[config.mk]
export PLATFORM = sky130hd
export DESIGN_NAME = intf_slave_rx
export DESIGN_NICKNAME = d
export VERILOG_FILES = /design/src/rtl/intf_slave_rx.sv
export SDC_FILE = /design/constraint.sdc
export NUM_CORES = 1
export LEC_CHECK = 0
export CAP_MARGIN = 20
export CORE_MARGIN = 2
export CORE_UTILIZATION = 40
export DETAILED_ROUTE_END_ITERATION = 6
export SYNTH_ARGS = -nofsm -noshare
export SYNTH_HDL_FRONTEND = slang
export SYNTH_SLANG_ARGS = --single-unit
[constraint.sdc]
create_clock -name clk -period 4.95 [get_ports clk]
set_input_delay 1.2375 -clock clk [delete_from_list [all_inputs] [get_ports clk]]
set_output_delay 1.2375 -clock clk [all_outputs]
set_load 0.03 [all_outputs]
[src/rtl/intf_slave_rx.sv]
// Slave-side receive stage for the intf bundle: buffers the master's word
// stream in a first-word fall-through FIFO, delimits packets, reports packet
// length and truncates packets longer than MAX_LEN words.
module intf_slave_rx #(
    parameter int unsigned DEPTH   = 16,
    parameter int unsigned MAX_LEN = 64,
    parameter int unsigned LEN_W   = $clog2(MAX_LEN + 1)
) (
    input  logic             clk,
    input  logic             rst_n,
    input  logic             c,
    input  logic             d,
    input  logic [11:0]      e,
    output logic             a,
    output logic             b,
    output logic             m_valid,
    input  logic             m_ready,
    output logic [11:0]      m_data,
    output logic             m_last,
    output logic [LEN_W-1:0] pkt_len,
    output logic             pkt_len_valid,
    output logic [7:0]       err_cnt
);

    localparam int unsigned      AW     = $clog2(DEPTH);
    localparam logic [AW:0]      Full   = (AW + 1)'(DEPTH);
    localparam logic [LEN_W-1:0] MaxLen = LEN_W'(MAX_LEN);

    typedef enum logic [1:0] {StIdle, StRecv, StDrop} state_e;

    state_e           state_q, state_d;
    logic [12:0]      mem [DEPTH];
    logic [AW-1:0]    wr_ptr_q, rd_ptr_q;
    logic [AW:0]      count_q, count_d;
    logic [LEN_W-1:0] wc_q, wc_d, wc_inc;
    logic [LEN_W-1:0] pkt_len_q;
    logic             pkt_len_valid_q;
    logic             a_q, a_d;
    logic             b_q;
    logic [7:0]       err_cnt_q;
    logic             accept, push, pop, trunc, close;

    // FSM state register
    always_ff @(posedge clk) begin
        if (!rst_n) begin
            state_q <= StIdle;
        end else begin
            state_q <= state_d;
        end
    end

    // Handshake decode, packet delimiting, next state, FIFO fill and ready
    always_comb begin
        accept  = c & a_q;
        push    = accept & (state_q != StDrop);
        pop     = m_valid & m_ready;
        wc_inc  = wc_q + LEN_W'(1);
        // Word number MAX_LEN without d closes the stored packet early
        trunc   = push & ~d & (wc_inc == MaxLen);
        close   = push & (d | trunc);
        state_d = state_q;
        wc_d    = wc_q;
        count_d = count_q;

        if (push) begin
            wc_d = close ? '0 : wc_inc;
        end

        case (state_q)
            StIdle, StRecv: begin
                if (push) begin
                    if (d) begin
                        state_d = StIdle;
                    end else if (trunc) begin
                        state_d = StDrop;
                    end else begin
                        state_d = StRecv;
                    end
                end
            end
            StDrop: begin
                if (accept && d) begin
                    state_d = StIdle;
                end
            end
            default: state_d = StIdle;
        endcase

        case ({push, pop})
            2'b10:   count_d = count_q + (AW + 1)'(1);
            2'b01:   count_d = count_q - (AW + 1)'(1);
            default: count_d = count_q;
        endcase

        // Discarded words never occupy the FIFO, so DROP can always accept
        a_d = (state_d == StDrop) || (count_d != Full);
    end

    // FIFO storage; entries are {last, data}
    always_ff @(posedge clk) begin
        if (push) begin
            mem[wr_ptr_q] <= {d | trunc, e};
        end
    end

    // FIFO pointers, fill count and registered ready
    always_ff @(posedge clk) begin
        if (!rst_n) begin
            wr_ptr_q <= '0;
            rd_ptr_q <= '0;
            count_q  <= '0;
            a_q      <= 1'b0;
        end else begin
            if (push) begin
                wr_ptr_q <= wr_ptr_q + AW'(1);
            end
            if (pop) begin
                rd_ptr_q <= rd_ptr_q + AW'(1);
            end
            count_q <= count_d;
            a_q     <= a_d;
        end
    end

    // Word count, packet length report, truncation strobe and error counter
    always_ff @(posedge clk) begin
        if (!rst_n) begin
            wc_q            <= '0;
            pkt_len_q       <= '0;
            pkt_len_valid_q <= 1'b0;
            b_q             <= 1'b0;
            err_cnt_q       <= '0;
        end else begin
            wc_q            <= wc_d;
            pkt_len_valid_q <= close;
            b_q             <= trunc;
            if (close) begin
                pkt_len_q <= wc_inc;
            end
            if (trunc && (err_cnt_q != 8'hFF)) begin
                err_cnt_q <= err_cnt_q + 8'd1;
            end
        end
    end

    assign a             = a_q;
    assign b             = b_q;
    assign m_valid       = (count_q != '0);
    // Gated so the outputs read zero while the FIFO is empty and after reset
    assign m_data        = m_valid ? mem[rd_ptr_q][11:0] : 12'h000;
    assign m_last        = m_valid ? mem[rd_ptr_q][12] : 1'b0;
    assign pkt_len       = pkt_len_q;
    assign pkt_len_valid = pkt_len_valid_q;
    assign err_cnt       = err_cnt_q;

endmodule

* Word-level counts from Yosys, hierarchy flattened *
Memory sizes are Yosys's and may differ from the RTL's. A register that Yosys moved wholly into a read port is not among the register bits.
Cells that the tools add are included.

storage, ports and cells
  input bits = 17
  memories kept = 1
  logic and storage cells = 53
  output and inout bits = 32
  bits in writable memories = 208
  bits in registers = 40

memories
  memory  depth  width  rd ports  clocked after Yosys merged registers in  wr ports  RTL line  source
  mem     16     13     1         1                                        1         32        logic [12:0] mem [DEPTH];

cells by class
  reductions and logical operators = 6
  multiplexer cells = 13
  add/subtract/negate cells = 6
  bitwise gates (word level) = 8
  equal/unequal tests = 9

operators by type and width
  operator             count
  $mux 12              1
  $pmux 5 s2           1
  $add 4x1->4 const B  2
  $add 8x1->8 const B  1
  $mux 2               4
  $mux 4               2
  $ne 8x8->1 const B   1
  $add 7x1->7 const B  1
  $eq 7x7->1 const B   1
  $mux 7               1
  $and 1x1->1          6
  $eq 2x2->1 const B   3
  $add 5x1->5 const B  1
  $ne 5x5->1 const B   1
  $reduce_bool 5->1    1
  $sub 5x1->5 const B  1
  $eq 2x1->1 const B   2
  $pmux 2 s2           1
  $mux 1               3
  $logic_and 1x1->1    2
  $logic_not 2->1      1
  $ne 2x2->1 const B   1
  $reduce_or 2->1      1
  $logic_or 1x1->1     1
  other kinds (2)      2

* Longest topological paths before layout *
Gate-level depths: netlist of run 1.

  depth after elaboration = 10
  mapped depth = 14
  gate-level depth less buffers = 11

* Worst setup path before layout of run 1 *
OpenSTA, ideal clock, no wires.

  kind = input -> register
  start = input c
  end = register a_q (netlist: a)
  setup time = 125 ps
  buffers on the path = 2
  data required time = 4825 ps
  slack = 1141 ps
  stages on the path = 13
  arrival = 3684 ps
  cells stage by stage = nand2_1 > nor2_1 > inv_1 > clkbuf_1 > ha_1 > buf_2 > xor2_1 > ha_1 > a21oi_1 > or3b_2 > a31oi_1 > xnor2_1 > o41a_1

between the ends
  longest elaborated chain between the ends = 10
  elaborated cells on any way between the ends = 16
  classes of those cells = 4 x eq/ne; 6 x mux; 4 x bitwise; 2 x reduce/logical

RTL lines
  item                       RTL line  source
  from (decl)                11        input logic c,
  $and 1x1->1 *              54        accept = c & a_q;
  $and 1x1->1                55        push = accept & (state_q != StDrop);
  $and 1x1->1 (2 in series)  59        trunc = push & ~d & (wc_inc == MaxLen);
  $mux 2                     74        end else if (trunc) begin
  $mux 2                     72        if (d) begin
  $mux 2                     71        if (push) begin
  $pmux 2 s2                 69        case (state_q)
  $eq 2x2->1                 96        a_d = (state_d == StDrop) || (count_d != Full);
  $logic_or 1x1->1 *         96
  to (signal assigned)       112       a_q <= 1'b0;
  to (signal assigned)       121       a_q <= a_d;
  to (decl)                  38        logic a_q, a_d;

Every way passes the cells marked *; elsewhere a longest branch is shown, timed or not.
A chain may end at the register's enable or synchronous reset.

==> flow_summary_export.csv, run 1 <==
group,metric,value,unit
power_and_ir_drop,vdd_drop_max,0.327,mV
grt,globalRouteMet3Util,2.34,%
clock_tree,worstSkewPairLatency,510,ps
synthesis,synth_sequential_area_ratio,70.4,%
sta,rsz0062_at_grt,"false",
setup_path,worstSetupEndpointType,"output port",
clock_tree,post_cts_buffers,0,
placed_design,dp_worst_setup_slack,590,ps
grt,overflow,0,
job,drv.max_cap_violation_count,0,
clock_tree,total_clock_buffers_created_by_cts,27,
layout,postLayoutCoreUtil,47.5,%
setup_path,crit_path_max_fanout,24,
floorplanning,placeableCoreArea,25000,sq um
grt,vias_in_the_first_global_route,5612,
layout,final_net_count,675,
floorplanning,placementRows,58,
sta,finalCritPeriodShare,89.8,%
synthesis,ys_dominant_reg_cell,"sky130_fd_sc_hd__edfxtp_1",
sta,max_slew_margin,38.0,%
sta,max_slew.worst_pin.slew,929,ps
clock_tree,ctsHoldBuffers,0,
power_and_ir_drop,p_leak,3.79,nW
sta,layout_skew,8.00,ps
clock_tree,cts_tree,"done",
synthesis,post_synth_inst_count,575,
synthesis,postSynthNetCount,602,
detailed_routing,vias,5354,
floorplanning,die_height,163,um
layout,antennaDiodeCount,0,
power_and_ir_drop,cellPowerDensity,457,nW/um^2
sta,total_negative_setup_slacks,0,ps
placed_design,routabilityCongestion,0.802,
sta,finalWorstSetupSlack,503,ps
setup_path,required,3710,ps
clock_tree,ctsRootBufferMaster,"sky130_fd_sc_hd__clkbuf_16",
sta,hold-worst-slack,457,ps
clock_tree,cts_sinks,252,
grt,gr-max-usage-layer,"met2",
placed_design,dpl.hpwl,12300,um
detailed_routing,number_of_search_and_repair_iterations_in_the_first_detailed_routing_pass,4,
detailed_routing,post_drt_via_cell_ratio,5.37,
setup_path,timing.rr.start,"count_q[1]$_SDFF_PN0_",
grt,initial_antenna_violation_count,0,
setup_path,endpoint_arrival_time_on_the_critical_path,3210,ps
min_path,min-delay-start,"state_q[1]$_SDFF_PN0_",
detailed_routing,detailed_route_iter0_violations,332,
synthesis,netlist_area,10100,sq um
placed_design,place.port_buffers,48,
layout,postLayoutCellArea,11900,sq um
clock_tree,cts.reportedPaths.clkPinSlew,60,ps
grt,met2_track_usage_gr,29.0,%
synthesis,async_flop_share,0,%
clock_tree,cts_max_level,1,
layout,final_layout_size_suffix_gt1_share,21.6,%
detailed_routing,drt.antenna.violating_nets,0,
sta,layout_min_cycle_time,4450,ps
layout,areaGrowthSynthToFinish,17.6,%
synthesis,synth_seq_cells,252,
grt,global_route.usage.total,16.2,%
run_status,run_status,"completed",
clock_tree,cts_max_path_buffers,3,
detailed_routing,totalWireLength,20900,um
setup_path,startpoint_type,"flop",
grt,grt_start_max_net_pins,27,
min_path,holdCritPathClass,"reg2reg",
sta,timing.final.max_slew_violations,0,
synthesis,synth_cell_type_count,49,
floorplanning,die_area,26600,sq um
floorplanning,initial_core_util,40.4,%
setup_path,crit_path_kind,"reg2out",
detailed_routing,post-route-drc-count,0,
synthesis,synth.avg_cell_area,17.6,sq um
synthesis,count_of_synthesis_stage_warnings_from_yosys,0,
sta,report.final.hold_viol_count,0,
sta,fmaxAchievable,225,MHz
placed_design,dpl_cell_area,11100,sq um
floorplanning,die_width,163,um
sta,timing.final.setup_violations,0,
clock_tree,cts_repair_resize_count,0,
grt,global_route.usage.met1,20.9,%
grt,grt_first_pass_wirelength,32400,um
detailed_routing,wire_per_inst,21.0,um
floorplanning,design.portCount,49,
synthesis,synth_enable_flop_cells,208,
-- cells in the mapped netlist, types with 10 or more instances --
| master | n | area share, % |
|---|---|---|
| sky130_fd_sc_hd__edfxtp_1 | 208 | 62 |
| sky130_fd_sc_hd__mux4_2 | 65 | 14 |
| sky130_fd_sc_hd__dfxtp_1 | 44 | 8.7 |
| sky130_fd_sc_hd__nand2_1 | 39 | 1.4 |
| sky130_fd_sc_hd__nor2_1 | 33 | 1.2 |
| sky130_fd_sc_hd__clkbuf_1 | 20 | 0.74 |
| sky130_fd_sc_hd__a21oi_1 | 15 | 0.74 |
| sky130_fd_sc_hd__and2_1 | 15 | 0.93 |
| sky130_fd_sc_hd__mux2i_1 | 12 | 1.2 |
| sky130_fd_sc_hd__ha_1 | 10 | 1.2 |
-- sequential cells by signal, summed over array words and instances, names as in the netlist, named ones only --
| register | count |
|---|---|
| pkt_len | 7 |
| b | 1 |
| rd_ptr_q | 4 |
| count_q | 5 |
| a | 1 |
| err_cnt | 8 |
| state_q | 2 |
| wr_ptr_q | 4 |
| pkt_len_valid | 1 |
| wc_q | 7 |
| mem | 208 |
-- layout make-up --
cell class	instances	area, sq um
Fill cell	2098	13100
Sequential cell	252	7130
Multi-Input combinational cell	284	2850
Timing Repair Buffer	74	688
Clock buffer	29	683
Tap cell	330	413
Clock inverter	19	96.3
Inverter	9	33.8
-- routing by layer --
metal,wire length [um],vias to the layer above
li1,-,2413
met1,8800,2787
met2,10700,125
met3,1030,29
met4,335,0
met5,0,-
-- worst max-delay path, stage by stage (launching register included) --
cell	delay, ps
sky130_fd_sc_hd__dfxtp_2	610
sky130_fd_sc_hd__buf_4	450
sky130_fd_sc_hd__mux4_2	390
sky130_fd_sc_hd__mux4_2	480
sky130_fd_sc_hd__and2_1	180
sky130_fd_sc_hd__clkdlybuf4s50_1	590
-- power by group --
group | switching [mW] | internal (mW)
sequential | 0.0684 | 2.36
combinational | 0.665 | 0.572
clock | 0.777 | 0.991
-- kinds of logic (layout without fill, tap and decap cells) --
family | after synthesis | after routing | share of synthesized area [%]
AOI/OAI and AO/OA | 48 | 48 | 3.19
xor gates and xnor gates | 14 | 14 | 1.21
adders and majority gates | 10 | 10 | 1.24
buffers and inverters | 39 | 131 | 1.61
DFF | 252 | 252 | 70.4
muxes | 77 | 77 | 15.7
and+or+nand+nor | 135 | 135 | 6.67
-- cell usage in the layout (no fill, tap or decap), types with 8 or more instances in the layout --
cell type,synthesis,routed
sky130_fd_sc_hd__ha_1,10,10
sky130_fd_sc_hd__nand2_1,39,39
sky130_fd_sc_hd__buf_4,0,25
sky130_fd_sc_hd__inv_1,9,9
sky130_fd_sc_hd__mux2i_1,12,12
sky130_fd_sc_hd__clkdlybuf4s50_1,0,48
sky130_fd_sc_hd__dfxtp_1,44,42
sky130_fd_sc_hd__clkbuf_16,0,27
sky130_fd_sc_hd__nor2_1,33,33
sky130_fd_sc_hd__mux4_2,65,65
sky130_fd_sc_hd__a21oi_1,15,15
sky130_fd_sc_hd__o21ai_0,9,9
sky130_fd_sc_hd__nand2b_1,8,8
sky130_fd_sc_hd__and2_1,15,15
sky130_fd_sc_hd__nand3_1,9,9
sky130_fd_sc_hd__edfxtp_1,208,208
-- stage by stage --
step	power, mW	cells
final	5.43	997
after global routing	5.68	997
after CTS	5.51	997
after detailed placement	3.73	949
after global placement	3.70	949
after floorplan	3.29	575
-- path summary, 6_finish.rpt --
kind,slack (ps),end,depth (start not counted)
setup reg to reg,1330,a$_SDFF_PN0_,11
setup / recovery,500,m_data[7],5
hold reg to reg,460,state_q[0]$_SDFF_PN0_,1
hold / removal,460,state_q[0]$_SDFF_PN0_,1
No activity file was read; power rests on OpenSTA's default activity.
==> run 2: changes to the inputs <==
--- a/config.mk
+++ b/config.mk
@@ -6,9 +6,12 @@
 export NUM_CORES = 1
 export LEC_CHECK = 0
 export CAP_MARGIN = 20
+export CELL_PAD_IN_SITES_DETAIL_PLACEMENT = 1
+export CELL_PAD_IN_SITES_GLOBAL_PLACEMENT = 2
 export CORE_MARGIN = 2
-export CORE_UTILIZATION = 40
+export CORE_UTILIZATION = 30
 export DETAILED_ROUTE_END_ITERATION = 6
+export PLACE_DENSITY_LB_ADDON = 0.1
 export SYNTH_ARGS = -nofsm -noshare
 export SYNTH_HDL_FRONTEND = slang
 export SYNTH_SLANG_ARGS = --single-unit
==> run 2 against run 1 <==
Against the previous run: fmax fell by 2.3%; clock skew is 9.4 ps higher; wire length increased by 13%; final cell count increased by 12%; worst hold slack worse by 14 ps; utilization is 11 points lower; sequential power barely moved; register-to-register slack got worse by 110 ps; combinational power barely moved; critical path type unchanged; critical endpoint is now m_data[9]; largest cell class unchanged; highest routed layer unchanged.
==> flow_summary_export.csv, run 2 (synthesized netlist as in run 1, its figures left out) <==
group,metric,value,unit
clock_tree,total_clock_buffers_created_by_cts,28,
floorplanning,placementRows,67,
sta,rsz0062_at_grt,"false",
setup_path,ff2ff_path_depth,11,
layout,layout.filler_cells,3406,
sta,fmaxAchievable,220,MHz
setup_path,endpoint_arrival_time_on_the_critical_path,3310,ps
sta,layout_skew,17.4,ps
placed_design,cells_after_dpl,1065,
layout,final_cells,1117,
sta,layout_min_cycle_time,4550,ps
sta,timing.final.max_slew_violations,0,
sta,finalCritPeriodShare,91.9,%
setup_path,critPathMaxStageDelay,600,ps
grt,vias_in_the_first_global_route,5796,
detailed_routing,post-route-drc-count,0,
setup_path,crit-reg2reg-capture,"a$_SDFF_PN0_",
layout,areaGrowthSynthToFinish,20.9,%
clock_tree,cts_sinks,252,
sta,timing.final.setup_violations,0,
sta,finalWorstSetupSlack,399,ps
clock_tree,cts_tree,"done",
sta,total_negative_setup_slacks,0,ps
clock_tree,cts_repair_resize_count,0,
placed_design,routabilityCongestion,0.708,
setup_path,worstPathCellList,"buf_4 -> mux4_2 -> mux4_2 -> and2_1 -> clkdlybuf4s50_1",
clock_tree,cts.reportedPaths.clkPinSlew,60,ps
layout,mostFrequentLayoutCells,"sky130_fd_sc_hd__edfxtp_1, sky130_fd_sc_hd__mux4_2, sky130_fd_sc_hd__clkdlybuf4s50_1, sky130_fd_sc_hd__dfxtp_1, sky130_fd_sc_hd__nand2_1",
clock_tree,post_cts_buffers,0,
power_and_ir_drop,vdd_drop_max,0.248,mV
detailed_routing,vias,5302,
layout,antennaDiodeCount,0,
detailed_routing,detailed_route_iter0_violations,294,
sta,max_slew.worst_pin.slew,962,ps
job,drv.max_cap_violation_count,0,
sta,report.final.hold_viol_count,0,
power_and_ir_drop,fin_total_pwr,5.84,mW
setup_path,worstSetupEndpointType,"output port",
detailed_routing,totalWireLength,23700,um
grt,global_route.usage.total,13.7,%
setup_path,cpMaxStageDelayCell,"sky130_fd_sc_hd__clkdlybuf4s50_1",
power_and_ir_drop,p_leak,3.87,nW
detailed_routing,met1Wirelength,9810,um
setup_path,regToRegSetupSlack,1220,ps
sta,max_slew_margin,35.8,%
clock_tree,ctsHoldBuffers,0,
run_status,run_status,"completed",
clock_tree,cts_max_level,1,
clock_tree,worstSkewPairLatency,550,ps
floorplanning,die_width,188,um
grt,overflow,0,
power_and_ir_drop,cellPowerDensity,477,nW/um^2
layout,final_net_count,674,
grt,grt_first_pass_wirelength,36500,um
detailed_routing,detailed_routed_wire_length_on_met2,12400,um
detailed_routing,post_drt_via_cell_ratio,4.75,
layout,largest_register_ff_count,208,
detailed_routing,number_of_search_and_repair_iterations_in_the_first_detailed_routing_pass,4,
min_path,holdCritPathClass,"reg2reg",
placed_design,place.port_buffers,48,
floorplanning,die_area,35200,sq um
setup_path,startpoint_type,"flop",
floorplanning,placeableCoreArea,33400,sq um
setup_path,crit_path_kind,"reg2out",
layout,registers.top_by_ff_count,"mem",
detailed_routing,drt.antenna.violating_nets,0,
grt,initial_antenna_violation_count,0,
floorplanning,die_height,188,um
placed_design,dpl.hpwl,14300,um
clock_tree,cts_max_path_buffers,3,
placed_design,dp_worst_setup_slack,441,ps
layout,final_layout_size_suffix_gt1_share,22.1,%
grt,grt_start_max_net_pins,29,
layout,postLayoutCoreUtil,36.7,%
setup_path,timing.critical_path.mode_cell,"sky130_fd_sc_hd__mux4_2",
setup_path,crit_path_max_fanout,16,
min_path,worst_hold_path_stage_count,1,
detailed_routing,wire_per_inst,21.2,um
floorplanning,design.portCount,49,
layout,mostFrequentLayoutCell,"sky130_fd_sc_hd__edfxtp_1",
setup_path,critical_path.endpoint,"m_data[9]",
setup_path,required,3710,ps
detailed_routing,met3RoutedLength,749,um
floorplanning,initial_core_util,30.3,%
clock_tree,ctsRootBufferMaster,"sky130_fd_sc_hd__clkbuf_16",
detailed_routing,topRoutingLayerUsed,"met4",
setup_path,timing.rr.start,"count_q[1]$_SDFF_PN0_",
-- run 2: changes by cell type in the layout (fill, tap and decap cells not counted), sizes merged --
cell / delta
clkinvlp: -2
clkinv: -1
clkbuf: +2
buf: -2
bufinv: +5
-- run 2: how the worst min path moves through the flow --
stage                                     start                     to  slack (ps)
final                     state_q[1]$_SDFF_PN0_  state_q[0]$_SDFF_PN0_         440
after global routing      state_q[1]$_SDFF_PN0_  state_q[0]$_SDFF_PN0_         470
after CTS                 state_q[1]$_SDFF_PN0_  state_q[0]$_SDFF_PN0_         450
after global placement    state_q[1]$_SDFF_PN0_  state_q[0]$_SDFF_PN0_         430
after detailed placement  state_q[1]$_SDFF_PN0_  state_q[0]$_SDFF_PN0_         440
after floorplan           state_q[1]$_SDFF_PN0_  state_q[0]$_SDFF_PN0_         410
-- run 2: where the power goes --
part           switching [mW]  total, mW  internal, mW  leakage, nW
Combinational           0.664       1.24         0.574         1.17
Sequential             0.0864       2.45          2.36         2.23
Clock                   0.847       2.15          1.30        0.469
-- run 2: layout make-up --
class / instances / area (sq um) / share of cell area, %
Clock inverter: 21 / 262 / 2.14
Multi-Input combinational cell: 284 / 2850 / 23.3
Inverter: 9 / 33.8 / 0.276
Timing Repair Buffer: 72 / 686 / 5.60
Tap cell: 448 / 561 / 4.58
Clock buffer: 31 / 712 / 5.82
Sequential cell: 252 / 7130 / 58.3
-- run 2: stage by stage --
step,hold WS [ps],instance area (sq um)
2_1_floorplan,412,10100
3_3_place_gp,431,11300
3_5_place_dp,436,11300
4_1_cts,448,12200
5_1_grt,467,12200
6_report,443,12200
-- run 2: critical path, delay by kind of cell, from the launching register on --
family        cells  cell delay [ps]
mux               2             1020
buf+inv           2              970
flops             1              590
simple gates      1              180
-- run 2: routing by layer --
metal  GRT usage, %  up-vias
li1               -     2405
met1           16.7     2771
met2           25.2       89
met3           2.15       37
met4           3.66        0
met5              0        -
